File: config.mk
export PLATFORM = sky130hd
export DESIGN_NAME = tft_init_sequencer
export DESIGN_NICKNAME = d
export VERILOG_FILES = /design/src/rtl/tft_pkg.sv /design/src/rtl/tft_bus_writer.sv /design/src/rtl/tft_init_sequencer.sv
export SDC_FILE = /design/constraint.sdc
export NUM_CORES = 1
export LEC_CHECK = 0
export ABC_AREA = 1
export CAP_MARGIN = 20
export CELL_PAD_IN_SITES_DETAIL_PLACEMENT = 0
export CELL_PAD_IN_SITES_GLOBAL_PLACEMENT = 2
export CORE_ASPECT_RATIO = 1.4
export CORE_MARGIN = 5
export CORE_UTILIZATION = 31
export DETAILED_ROUTE_END_ITERATION = 6
export PLACE_DENSITY = 0.81
export SLEW_MARGIN = 20
export SYNTH_ARGS = -nofsm -noshare
export SYNTH_HDL_FRONTEND = slang
export SYNTH_SLANG_ARGS = --single-unit
File: constraint.sdc
create_clock -name clk -period 2.9 [get_ports clk]
set_clock_uncertainty 0.1 [all_clocks]
set_input_delay 0.87 -clock clk [delete_from_list [all_inputs] [get_ports clk]]
set_output_delay 0.87 -clock clk [all_outputs]
set_load 0.1 [all_outputs]
File: src/rtl/tft_pkg.sv
// Shared opcodes, sequencer state encoding and init-ROM word slicing for the
// TFT init sequencer.
package tft_pkg;

  localparam logic [1:0] OP_CMD = 2'b00;
  localparam logic [1:0] OP_DAT = 2'b01;
  localparam logic [1:0] OP_DLY = 2'b10;
  localparam logic [1:0] OP_END = 2'b11;

  localparam int unsigned MAX_DW = 16;

  // ROM words of narrower buses are zero-extended into this container.
  typedef logic [MAX_DW+1:0] rom_word_t;

  typedef enum logic [2:0] {
    S_IDLE,
    S_RST_LOW,
    S_RST_WAIT,
    S_FETCH,
    S_EXEC,
    S_WRITE,
    S_DELAY,
    S_READY
  } seq_state_t;

  function automatic logic [1:0] rom_op(input rom_word_t w, input int unsigned dw);
    return (dw == 8) ? w[9:8] : w[17:16];
  endfunction

  // Delay payloads on an 8-bit bus only carry 8 bits of microseconds.
  function automatic logic [15:0] rom_payload(input rom_word_t w, input int unsigned dw);
    return (dw == 8) ? {8'h00, w[7:0]} : w[15:0];
  endfunction

endpackage

File: src/rtl/tft_bus_writer.sv
// 8080-style single write engine: CS/WR strobe with programmable low and high
// phases, followed by one CS-high cycle carrying a done pulse.
module tft_bus_writer #(
  parameter int DATA_W      = 16,
  parameter int WR_LOW_CYC  = 1,
  parameter int WR_HIGH_CYC = 1
) (
  input  logic              clk,
  input  logic              rst_n,
  input  logic              start,
  input  logic              rs,
  input  logic [DATA_W-1:0] data,
  output logic              done,
  output logic              lcd_cs,
  output logic              lcd_rs,
  output logic              lcd_wr,
  output logic [DATA_W-1:0] lcd_data
);

  localparam int MAX_PH = (WR_LOW_CYC > WR_HIGH_CYC) ? WR_LOW_CYC : WR_HIGH_CYC;
  localparam int PH_W   = (MAX_PH > 1) ? $clog2(MAX_PH) : 1;
  localparam logic [PH_W-1:0] LOW_LAST  = PH_W'(WR_LOW_CYC - 1);
  localparam logic [PH_W-1:0] HIGH_LAST = PH_W'(WR_HIGH_CYC - 1);
  localparam logic [PH_W-1:0] PH_ONE    = PH_W'(1);

  typedef enum logic [1:0] {E_IDLE, E_LOW, E_HIGH, E_DONE} eng_state_t;

  eng_state_t      eng_state;
  logic [PH_W-1:0] ph_cnt;

  // RS and DATA are captured at start and held until the next write.
  always_ff @(posedge clk or negedge rst_n) begin
    if (!rst_n) begin
      eng_state <= E_IDLE;
      ph_cnt    <= '0;
      done      <= 1'b0;
      lcd_cs    <= 1'b1;
      lcd_rs    <= 1'b0;
      lcd_wr    <= 1'b1;
      lcd_data  <= '0;
    end else begin
      case (eng_state)
        E_IDLE: begin
          done <= 1'b0;
          if (start) begin
            lcd_cs    <= 1'b0;
            lcd_wr    <= 1'b0;
            lcd_rs    <= rs;
            lcd_data  <= data;
            ph_cnt    <= LOW_LAST;
            eng_state <= E_LOW;
          end
        end
        E_LOW: begin
          if (ph_cnt == '0) begin
            lcd_wr    <= 1'b1;
            ph_cnt    <= HIGH_LAST;
            eng_state <= E_HIGH;
          end else begin
            ph_cnt <= ph_cnt - PH_ONE;
          end
        end
        E_HIGH: begin
          if (ph_cnt == '0) begin
            lcd_cs    <= 1'b1;
            done      <= 1'b1;
            eng_state <= E_DONE;
          end else begin
            ph_cnt <= ph_cnt - PH_ONE;
          end
        end
        E_DONE: begin
          done      <= 1'b0;
          eng_state <= E_IDLE;
        end
        default: eng_state <= E_IDLE;
      endcase
    end
  end

endmodule

File: src/rtl/tft_init_sequencer.sv
// TFT panel controller: hardware reset pulse, init-ROM walk, then a valid/ready
// host write port. Optional backlight PWM is enabled with TFT_BL_PWM_EN.
module tft_init_sequencer
  import tft_pkg::*;
#(
  parameter int DATA_W      = 16,
  parameter int ROM_AW      = 9,
  parameter int US_CYC      = 10,
  parameter int WR_LOW_CYC  = 1,
  parameter int WR_HIGH_CYC = 1,
  parameter int RST_LOW_US  = 10,
  parameter int RST_WAIT_US = 120
) (
  input  logic              clk,
  input  logic              rst_n,
  input  logic              en,
  output logic [ROM_AW-1:0] rom_addr,
  input  logic [DATA_W+1:0] rom_data,
  input  logic              host_valid,
  input  logic              host_rs,
  input  logic [DATA_W-1:0] host_data,
  output logic              host_ready,
  output logic              LCD_RST,
  output logic              LCD_CS,
  output logic              LCD_RS,
  output logic              LCD_WR,
  output logic              LCD_RD,
  output logic              BL_CTR,
  output logic [DATA_W-1:0] LCD_DATA,
  output logic              oDone
`ifdef TFT_BL_PWM_EN
  ,
  input  logic [7:0]        bl_duty
`endif
);

  localparam int unsigned DW_U = DATA_W;
  localparam int CNT_W = 16 + $clog2(US_CYC);
  localparam logic [CNT_W-1:0]  CNT_ONE      = CNT_W'(1);
  localparam logic [CNT_W-1:0]  RST_LOW_CYC  = CNT_W'(RST_LOW_US * US_CYC);
  localparam logic [CNT_W-1:0]  RST_WAIT_CYC = CNT_W'(RST_WAIT_US * US_CYC);
  localparam logic [ROM_AW-1:0] ADDR_LAST    = '1;
  localparam logic [ROM_AW-1:0] ADDR_ONE     = ROM_AW'(1);

  seq_state_t       state;
  logic             en_q;
  logic [CNT_W-1:0] cnt;

  rom_word_t        rom_word;
  logic [1:0]       op;
  logic [CNT_W-1:0] dly_cyc;
  logic             host_fire;
  logic             exec_write;
  logic             advance;

  logic             eng_start;
  logic             eng_rs;
  logic [DATA_W-1:0] eng_data;
  logic             eng_done;

  assign rom_word  = rom_word_t'(rom_data);
  assign op        = rom_op(rom_word, DW_U);
  assign dly_cyc   = CNT_W'(rom_payload(rom_word, DW_U)) * CNT_W'(US_CYC);
  assign host_fire = host_valid && host_ready;

  assign exec_write = (state == S_EXEC) && ((op == OP_CMD) || (op == OP_DAT));

  // Every way an entry can finish: write done, delay expired, or a zero delay.
  assign advance = ((state == S_WRITE) && eng_done) ||
                   ((state == S_DELAY) && (cnt == '0)) ||
                   ((state == S_EXEC) && (op == OP_DLY) && (dly_cyc == '0));

  // The engine is shared: the host owns it only in READY.
  assign eng_start = exec_write || host_fire;
  assign eng_rs    = (state == S_READY) ? host_rs : (op == OP_DAT);
  assign eng_data  = (state == S_READY) ? host_data : rom_data[DATA_W-1:0];

  assign LCD_RD = 1'b1;

  always_ff @(posedge clk or negedge rst_n) begin
    if (!rst_n) begin
      state      <= S_IDLE;
      en_q       <= 1'b0;
      cnt        <= '0;
      rom_addr   <= '0;
      LCD_RST    <= 1'b1;
      host_ready <= 1'b0;
      oDone      <= 1'b0;
    end else begin
      en_q <= en;
      if (advance) begin
        if (rom_addr == ADDR_LAST) begin
          state      <= S_READY;
          oDone      <= 1'b1;
          host_ready <= 1'b1;
        end else begin
          rom_addr <= rom_addr + ADDR_ONE;
          state    <= S_FETCH;
        end
      end else begin
        case (state)
          S_IDLE: begin
            if (en && !en_q) begin
              LCD_RST <= 1'b0;
              cnt     <= RST_LOW_CYC - CNT_ONE;
              state   <= S_RST_LOW;
            end
          end
          S_RST_LOW: begin
            if (cnt == '0) begin
              LCD_RST <= 1'b1;
              cnt     <= RST_WAIT_CYC - CNT_ONE;
              state   <= S_RST_WAIT;
            end else begin
              cnt <= cnt - CNT_ONE;
            end
          end
          S_RST_WAIT: begin
            if (cnt == '0) state <= S_FETCH;
            else           cnt   <= cnt - CNT_ONE;
          end
          S_FETCH: state <= S_EXEC;
          S_EXEC: begin
            if (op == OP_END) begin
              state      <= S_READY;
              oDone      <= 1'b1;
              host_ready <= 1'b1;
            end else if (op == OP_DLY) begin
              cnt   <= dly_cyc - CNT_ONE;
              state <= S_DELAY;
            end else begin
              state <= S_WRITE;
            end
          end
          S_WRITE: state <= S_WRITE;
          S_DELAY: cnt <= cnt - CNT_ONE;
          S_READY: begin
            if (host_fire)     host_ready <= 1'b0;
            else if (eng_done) host_ready <= 1'b1;
          end
          default: state <= S_IDLE;
        endcase
      end
    end
  end

  tft_bus_writer #(
    .DATA_W      (DATA_W),
    .WR_LOW_CYC  (WR_LOW_CYC),
    .WR_HIGH_CYC (WR_HIGH_CYC)
  ) u_writer (
    .clk      (clk),
    .rst_n    (rst_n),
    .start    (eng_start),
    .rs       (eng_rs),
    .data     (eng_data),
    .done     (eng_done),
    .lcd_cs   (LCD_CS),
    .lcd_rs   (LCD_RS),
    .lcd_wr   (LCD_WR),
    .lcd_data (LCD_DATA)
  );

`ifdef TFT_BL_PWM_EN
  logic [7:0] pwm_cnt;
  logic       bl_q;

  always_ff @(posedge clk or negedge rst_n) begin
    if (!rst_n) begin
      pwm_cnt <= '0;
      bl_q    <= 1'b0;
    end else begin
      pwm_cnt <= pwm_cnt + 8'd1;
      bl_q    <= (state == S_READY) && (pwm_cnt < bl_duty);
    end
  end

  assign BL_CTR = bl_q;
`else
  // Backlight follows the registered done flag: off until READY, then on.
  assign BL_CTR = oDone;
`endif

endmodule
==> results of run 1 <==
==> power by group through the flow <==
stage	clock (mW)	combinational, mW	sequential (mW)
finish	1.22	2.39	1.07
global route	1.27	2.56	1.09
CTS	1.24	2.40	1.08
detailed placement	0	2.28	1.09
global placement	0	2.25	1.08
floorplan	0	0.648	2.07
==> worst min-delay path by stage <==
stage / from / to / slack, ns / depth (start not counted)
floorplan: cnt[13] / cnt[13] / 0.36 / 2
global placement: LCD_RST / LCD_RST / 0.36 / 2
detailed placement: LCD_RST / LCD_RST / 0.37 / 2
CTS: LCD_RST / LCD_RST / 0.38 / 2
global route: LCD_RST / LCD_RST / 0.39 / 2
finish: LCD_RST / LCD_RST / 0.37 / 2
==> registers in the layout (all words and copies together) (netlist names), 2 cells and up <==
register	count
cnt	20
rom_addr	9
state	3
u_writer.eng_state	2
u_writer.lcd_data	16
==> per-stage QoR <==
| step | area, um^2 | util | power (mW) | worst slack, ns | TNS [ns] |
|---|---|---|---|---|---|
| detailed placement | 6370 | 0.397 | 3.37 | -1.45 | -47.25 |
| global placement | 6370 | 0.397 | 3.33 | -1.40 | -46.05 |
| finish | 7270 | 0.454 | 4.68 | -0.392 | -11.46 |
| global route | 7270 | 0.454 | 4.92 | -0.523 | -16.57 |
| CTS | 7230 | 0.451 | 4.72 | -0.364 | -10.53 |
| floorplan | 5050 | - | 2.71 | -0.410 | -11.34 |
==> synthesized netlist by cell type, drive strengths merged <==
| master | number | area, um^2 |
|---|---|---|
| a21oi | 15 | 78.8 |
| a31oi | 20 | 125 |
| and2 | 3 | 21.3 |
| buf | 10 | 88.8 |
| clkbuf | 4 | 15.0 |
| clkinv | 3 | 11.3 |
| conb | 1 | 3.75 |
| dfrtp | 55 | 1380 |
| dfstp | 3 | 78.8 |
| fa | 1 | 20.0 |
| ha | 37 | 463 |
| inv | 99 | 372 |
| nand2 | 252 | 1020 |
| nand3 | 40 | 235 |
| nand3b | 2 | 15.0 |
| nand4 | 8 | 65.1 |
| nor2 | 83 | 359 |
| nor3 | 15 | 113 |
| nor4 | 1 | 6.26 |
| o2111ai | 2 | 17.5 |
| o211ai | 3 | 22.5 |
| o21ai | 37 | 193 |
| o21bai | 1 | 7.51 |
| o22ai | 7 | 43.8 |
| o311ai | 1 | 8.76 |
| o31ai | 1 | 7.51 |
| or2 | 3 | 18.8 |
| xnor2 | 6 | 52.6 |
| xor2 | 17 | 168 |
==> layout make-up <==
cell class              count  share of cell area
inverters                 102              0.0537
clock inverters             4              0.0101
clock buffers              12              0.0353
repair buffers            151               0.173
multi-input cells         558               0.493
flip-flops and latches     58               0.200
repair inverters            1             0.00120
well taps                 199              0.0342
==> routing by layer <==
metal,wire length (um),vias to the layer above
met5,0,-
met4,612,0
met3,518,34
met2,8160,119
met1,5880,2322
li1,-,2637
==> layout by cell type, fill, tap and decap left out, types with 10 or more instances in the layout <==
cell type,netlist,routed
nand2_1,227,207
buf_4,2,107
inv_1,95,92
nor2_1,72,68
dfrtp_1,55,55
nand2_2,22,41
nand3_1,36,31
ha_4,0,26
o21ai_0,29,25
clkdlybuf4s50_1,0,21
a31oi_1,20,20
xor2_1,16,16
ha_1,37,11
a21oi_1,14,10
==> repair_timing <==
action	in CTS	in global routing
pin swaps	41	23
gates cloned	3	0
setup endpoints to repair	35	35
hold endpoints to repair	0	0
setup buffers	11	0
gates resized for setup	108	27
==> worst register-to-register path: stages, from the launching register on <==
cell and delay, ns:
dfrtp_1 0.32, inv_1 0.09, ha_1 0.26, inv_1 0.10, nor3_2 0.09, nand4_1 0.17
nor2_1 0.06, a21oi_1 0.58, nand2_1 0.36, nor3_4 0.28, buf_4 0.19, o21ai_1 0.07
==> logic make-up after synthesis <==
family,after synthesis
AND/OR/NAND/NOR,407
buffers and inverters,116
adder cells (fa/ha/maj),38
other,1
XOR/XNOR,23
AO/OA/AOI/OAI,87
flip-flops,58
==> reports/metrics.yaml, run 1 <==
ctsHoldBuffers: 0
met1_usage: 0.174
p_sw_mw: 2.18
yosys_register_bits: 58
met3_usage: 0.0278
wl_per_cell_um: 14.0
nFillCells: 1638
antenna_found_initial: 0
grt_usage: 0.165
critPathMaxStageDelay_ns: 0.38
num_vias: 5112
end_kind: "flip-flop"
r2r_cells: 11
die_w_um: 117
hold_path_class: "flip-flop to flip-flop"
place.port_buffers: 70
drive_gt1_frac: 0.308
initial_utilization: 0.312
synthXorXnorAreaFrac: 0.0440
gp_congestion: 0.826
clk_latency_ns: 0.34
slew_violations: 0
grt_busiest_layer: "met2"
multi_input_area_mm2: 0.00358
drtIter0Drc: 124
grt_start_max_net_pins: 37
viasPerCell: 4.71
row_count: 55
required_ns: 3.03
fin_crit_sh: 1.14
crit_path_start: "rom_data[3]"
swShare: 0.466
netlist_instances: 730
slowest_stage: "fa_2"
cts_buffers: 9
fp.dieArea_mm2: 0.0188
yosys.area_share.simple: 0.371
rr_startpoint: "cnt[0]"
syn_avg_cell_area_um2: 6.86
synth-compound-area-share: 0.101
internal_power_mw: 2.50
worstPathMaxFanout: 8
core_area_mm2: 0.0160
yosysSeqAreaShare: 0.290
crit_top_cell: "nand2_2"
cts_buffer_depth: 2
wirelength_mm: 15.2
grt.overflow.total: 0
seq_area_mm2: 0.00146
hold_viol: 0
maxCapViolCount: 0
synthMuxAreaShare: 0
fmax_ghz: 0.304
rsz0062_at_grt: "true"
status: "complete, but fails checks"
slew_headroom: 0.503
ys.warnings.count: 0
netlist_area_mm2: 0.00501
instances_no_fill: 1085
num_io_pins: 72
min_period_ns: 3.29
powerDensity_mw_per_mm2: 643
cp.buffers_inverters: 4
ctsRootBufferMaster: "clkbuf_16"
ant_nets: 0
timing.hold.ws_ns: 0.373
power.leakage_nw: 3.47
use_met2: 0.309
die_h_um: 160
worst_slack_ns: -0.392
syn_to_final_growth_pct: 45.2
drc: 0
p_clk_frac: 0.260
synth_top_family_by_area: "simple AND/OR/NAND/NOR gates"
cts.sinks: 58
worst_pin_slew_ns: 0.745
grt_pass1_wl_mm: 25.4
reg2reg_setup_slack_ns: 0.12
cts_tree: "done"
synth_adder_area_share: 0.0964
grt_pass1_vias: 5239
power_frac_seq: 0.229
crit_end: "cnt[9]"
path_delay_family: "simple AND/OR/NAND/NOR gates"
dp_hpwl_mm: 11.6
first_pass_iters: 4
cts-htree-levels: 3
worstSetupPathType: "primary input to flip-flop"
cp_cell_sequence: "buf_6, ha_4, ha_4, inv_2, fa_2, inv_2, nand2_2, nand2_4, nand3_4, nand2_4, nand2_2, nand3b_1, nand2_2, nand2_2, nor2_4, nand4_4, nand2_4, buf_8, nor2_4, nand3_4, nand2_1, nand2_1"
antenna_cells: 0
violations: "setup timing"
irDropWorstVdd_mv: 0.565
reg2reg_to: "cnt[0]"
nets: 958
pwr-share-comb: 0.511
cp-start-kind: "primary input"
syn_nets: 807
critical_path_depth: 22
yosysUniqueCellTypes: 47
cts.clk_slew.worst_paths_ns: 0.05
setup_violations: 35
cp_data_arrival_time_ns: 3.42
dp_cells: 1055
Note: power is estimated with default switching activity, not from simulation.
==> run 2: changes to the inputs <==
--- a/config.mk
+++ b/config.mk
@@ -11,10 +11,12 @@
 export CELL_PAD_IN_SITES_GLOBAL_PLACEMENT = 2
 export CORE_ASPECT_RATIO = 1.4
 export CORE_MARGIN = 5
-export CORE_UTILIZATION = 31
+export CORE_UTILIZATION = 35
 export DETAILED_ROUTE_END_ITERATION = 6
-export PLACE_DENSITY = 0.81
+export DONT_BUFFER_PORTS = 1
+export PLACE_DENSITY = 0.8
 export SLEW_MARGIN = 20
 export SYNTH_ARGS = -nofsm -noshare
 export SYNTH_HDL_FRONTEND = slang
+export SYNTH_HIERARCHICAL = 1
 export SYNTH_SLANG_ARGS = --single-unit
==> run 2 against run 1 <==
Effect of this change: the flow still finishes with violations (setup timing); final cell count is 0.55% higher; first-iteration DRC count grew 81%; global-route usage grew 1.9 points; sequential cell count unchanged; synthesized area grew 1.2%; critical path type unchanged; highest routed layer unchanged.
==> reports/metrics.yaml, run 2 <==
core_area_mm2: 0.0144  # was 0.0160 mm^2
pwr-share-comb: 0.261  # was 0.511
r2r_cells: 14  # was 11
antenna_found_initial: 0  # unchanged
p_sw_uw: 703  # was 2.18 mW
wirelength_mm: 15.2  # about the same
netlist_instances: 794  # was 730
yosysSeqAreaShare: 0.287  # was 0.290
setup_violations: 31  # was 35
viasPerCell: 4.78  # was 4.71
powerDensity_mw_per_mm2: 377  # was 643 mW/mm^2
cts_buffer_depth: 2  # unchanged
syn_nets: 871  # was 807
tns_ns: -2.56  # was -11.46 ns
synth_most_common_cell: "nand2_1"  # unchanged
reg2reg_setup_slack_ns: 0.31  # was 0.12 ns
cts-htree-levels: 3  # unchanged
reg2reg_to: "cnt[3]"  # was cnt[0]
final_common_cell: "nand2_1"  # unchanged
p_clk_frac: 0.417  # was 0.260
worst_slack_ns: -0.110  # was -0.392 ns
die_w_um: 112  # was 117 um
yosysUniqueCellTypes: 42  # was 47
drc: 0  # unchanged
grt.overflow.total: 0  # unchanged
slew_headroom: 0.562  # was 0.503
ctsRootBufferMaster: "clkbuf_16"  # unchanged
cts.clk_slew.worst_paths_ns: 0.05  # about the same
synth_edf_count: 0  # unchanged
synth_top_area_frac: 0.271  # was 0.275
worstSetupPathType: "primary input to flip-flop"  # unchanged
num_vias: 5217  # was 5112
clk_latency_ns: 0.32  # was 0.34 ns
wl_per_cell_um: 14.0  # about the same
synth_commonest_cells: "nand2_1, inv_1, nor2_1"  # unchanged
synthFlopType: "dfrtp_1"  # unchanged
synthArstFlopShare: 1.00  # unchanged
maxCapViolCount: 0  # unchanged
swShare: 0.279  # was 0.466
reg.largest.list: "cnt x20, u_writer/lcd_data x16, rom_addr x9"  # was cnt x20, u_writer.lcd_data x16, rom_addr x9
crit_top_cell: "nand2_2"  # unchanged
num_io_pins: 72  # unchanged
syn_avg_cell_area_um2: 6.39  # was 6.86 um^2
cp-start-kind: "primary input"  # unchanged
cts_tree: "done"  # unchanged
min_period_ns: 3.01  # was 3.29 ns
yosys_register_bits: 58  # unchanged
ys_top_cells_by_area: "dfrtp_1, nand2_1, ha_1"  # unchanged
cts.sinks: 58  # unchanged
initial_utilization: 0.353  # was 0.312
nets: 974  # was 958
end_kind: "flip-flop"  # unchanged
hold_path_class: "primary input to async pin"  # was flip-flop to flip-flop
crit_path_start: "rom_data[3]"  # unchanged
cp_cell_sequence: "ha_4, ha_4, inv_2, fa_2, inv_2, nand3_2, nand2_4, nand3_4, nand3_1, nand2_1, nand2_2, nor2_4, nand2_2, nor2_4, nand2_2, nand3_2, inv_2, nand2_8, buf_12, nand2_2, o21ai_1"  # was buf_6, ha_4, ha_4, inv_2, fa_2, inv_2, nand2_2, nand2_4, nand3_4, nand2_4, nand2_2, nand3b_1, nand2_2, nand2_2, nor2_4, nand4_4, nand2_4, buf_8, nor2_4, nand3_4, nand2_1, nand2_1
drive_gt1_frac: 0.224  # was 0.308
worstPathMaxFanout: 8  # unchanged
rsz0062_at_grt: "true"  # unchanged
fin_crit_sh: 1.04  # was 1.14
fp.dieArea_mm2: 0.0170  # was 0.0188 mm^2
drtIter0Drc: 224  # was 124
largest_register_ffs: 20  # unchanged
yosys.area.top_type: "dfrtp_1"  # unchanged
die_h_um: 152  # was 160 um
internal_power_mw: 1.82  # was 2.50 mW
ctsHoldBuffers: 0  # unchanged
power_frac_seq: 0.322  # was 0.229
place.port_buffers: 0  # was 70
rr_startpoint: "cnt[0]"  # unchanged
layout_common_cells: "nand2_1, buf_4, inv_1, dfrtp_1, nand3_1"  # was nand2_1, buf_4, inv_1, nor2_1, dfrtp_1
ys.warnings.count: 6  # was 0
ant_nets: 0  # unchanged
irDropWorstVdd_mv: 0.235  # was 0.565 mV
grt_start_max_net_pins: 59  # was 37
status: "complete, but fails checks"  # unchanged
grt_pass1_wl_mm: 25.6  # was 25.4 mm
grt_pass1_vias: 5225  # was 5239
gp_congestion: 0.856  # was 0.826
cp_data_arrival_time_ns: 3.11  # was 3.42 ns
antenna_cells: 0  # unchanged
syn_to_final_growth_pct: 31.6  # was 45.2%
cts_buffers: 9  # unchanged
first_pass_iters: 4  # unchanged
dpl-instance-area_mm2: 0.00602  # was 0.00637 mm^2
slowest_stage: "fa_2"  # unchanged
violations: "setup timing"  # unchanged
postLayoutCellArea_mm2: 0.00667  # was 0.00727 mm^2
required_ns: 3.00  # was 3.03 ns
power.leakage_nw: 3.62  # was 3.47 nW
dp_hpwl_mm: 12.3  # was 11.6 mm
slew_violations: 0  # unchanged
worst_pin_slew_ns: 0.656  # was 0.745 ns
grt_usage: 0.183  # was 0.165
largest_register: "cnt"  # unchanged
fmax_ghz: 0.332  # was 0.304 GHz
hold_viol: 0  # unchanged
row_count: 52  # was 55
netlist_area_mm2: 0.00507  # was 0.00501 mm^2
critPathMaxStageDelay_ns: 0.34  # was 0.38 ns
crit_end: "cnt[3]"  # was cnt[9]
==> run 2: cell count changes after synthesis, sizes merged, moves of 3 or more <==
cell / previous run / this run
clkinv: 3 / 0
a21oi: 15 / 20
nand2: 252 / 314
o21ai: 37 / 45
o22ai: 7 / 3
inv: 99 / 103
nand4: 8 / 11
nand3: 40 / 57
nand3b: 2 / 5
nor2: 83 / 66
a31oi: 20 / 2
xnor2: 6 / 9
==> run 2: layer usage <==
layer	global-route usage	wire (um)	vias to the layer above
met2	0.326	7710	95
met1	0.214	6490	2371
met4	0.0812	549	0
li1	-	-	2721
met5	0	0	-
met3	0.0298	500	30
==> run 2: power by group through the flow <==
| stage | combinational, mW | sequential [mW] | clock [mW] |
|---|---|---|---|
| final | 0.657 | 0.811 | 1.05 |
| after global routing | 0.743 | 0.811 | 1.11 |
| after CTS | 0.617 | 0.811 | 1.07 |
| after detailed placement | 0.581 | 0.825 | 0 |
| after global placement | 0.580 | 0.825 | 0 |
| after floorplan | 0.331 | 0.825 | 0 |
==> run 2: cell families (layout without fill, tap and decap cells) <==
logic type,count (synthesis),count (layout),synth area share
adder cells (fa/ha/maj),38,38,0.0953
XOR/XNOR,24,24,0.0415
AO/OA/AOI/OAI,78,78,0.0829
AND/OR/NAND/NOR,475,476,0.391
buffers and inverters,120,227,0.102
flip-flops,58,58,0.287
other,1,1,0.000740
==> run 2: worst min-delay path by stage <==
stage,start,end,cells past startpoint
floorplan,cnt[19],cnt[19],2
global placement,BL_CTR,BL_CTR,1
detailed placement,BL_CTR,BL_CTR,1
CTS,rst_n,state[1],0
global route,rst_n,u_writer/eng_state[0],0
finish,rst_n,u_writer/eng_state[0],0
==> run 2: final cells by class <==
cell class,count,area [um^2]
Timing Repair Buffer,108,858
Clock buffer,13,250
Fill cell,1492,7700
Multi-Input combinational cell,617,3440
Sequential cell,58,1460
Inverter,103,397
Clock inverter,3,40.0
Tap cell,189,236
==> run 2: repair_timing <==
action | in CTS | in global routing
pin swaps | 15 | 7
endpoints found under the setup margin | 34 | 34
cloned | 2 | 0
buffers inserted | 5 | 1
endpoints found under the hold margin | 0 | 0
gates resized for setup | 32 | 33
==> run 2: per-stage QoR <==
stage                     hold WS (ns)  std cells  setup WS, ns  power [mW]  utilization
after floorplan                  0.342        794        -0.340        1.16            -
after global placement           0.349       1067        -0.718        1.40        0.419
after detailed placement         0.355       1067        -0.665        1.41        0.419
after CTS                        0.132       1090        -0.136        2.50        0.453
after global routing             0.122       1091        -0.279        2.67        0.464
final                            0.140       1091        -0.110        2.52        0.464
==> run 2: worst max-delay path, delay by kind of cell <==
family	cells	cell delay, ns
adders and majority gates	3	0.71
buffers and inverters	4	0.45
and+or+nand+nor	13	0.99
AOI/OAI and AO/OA	1	0.06
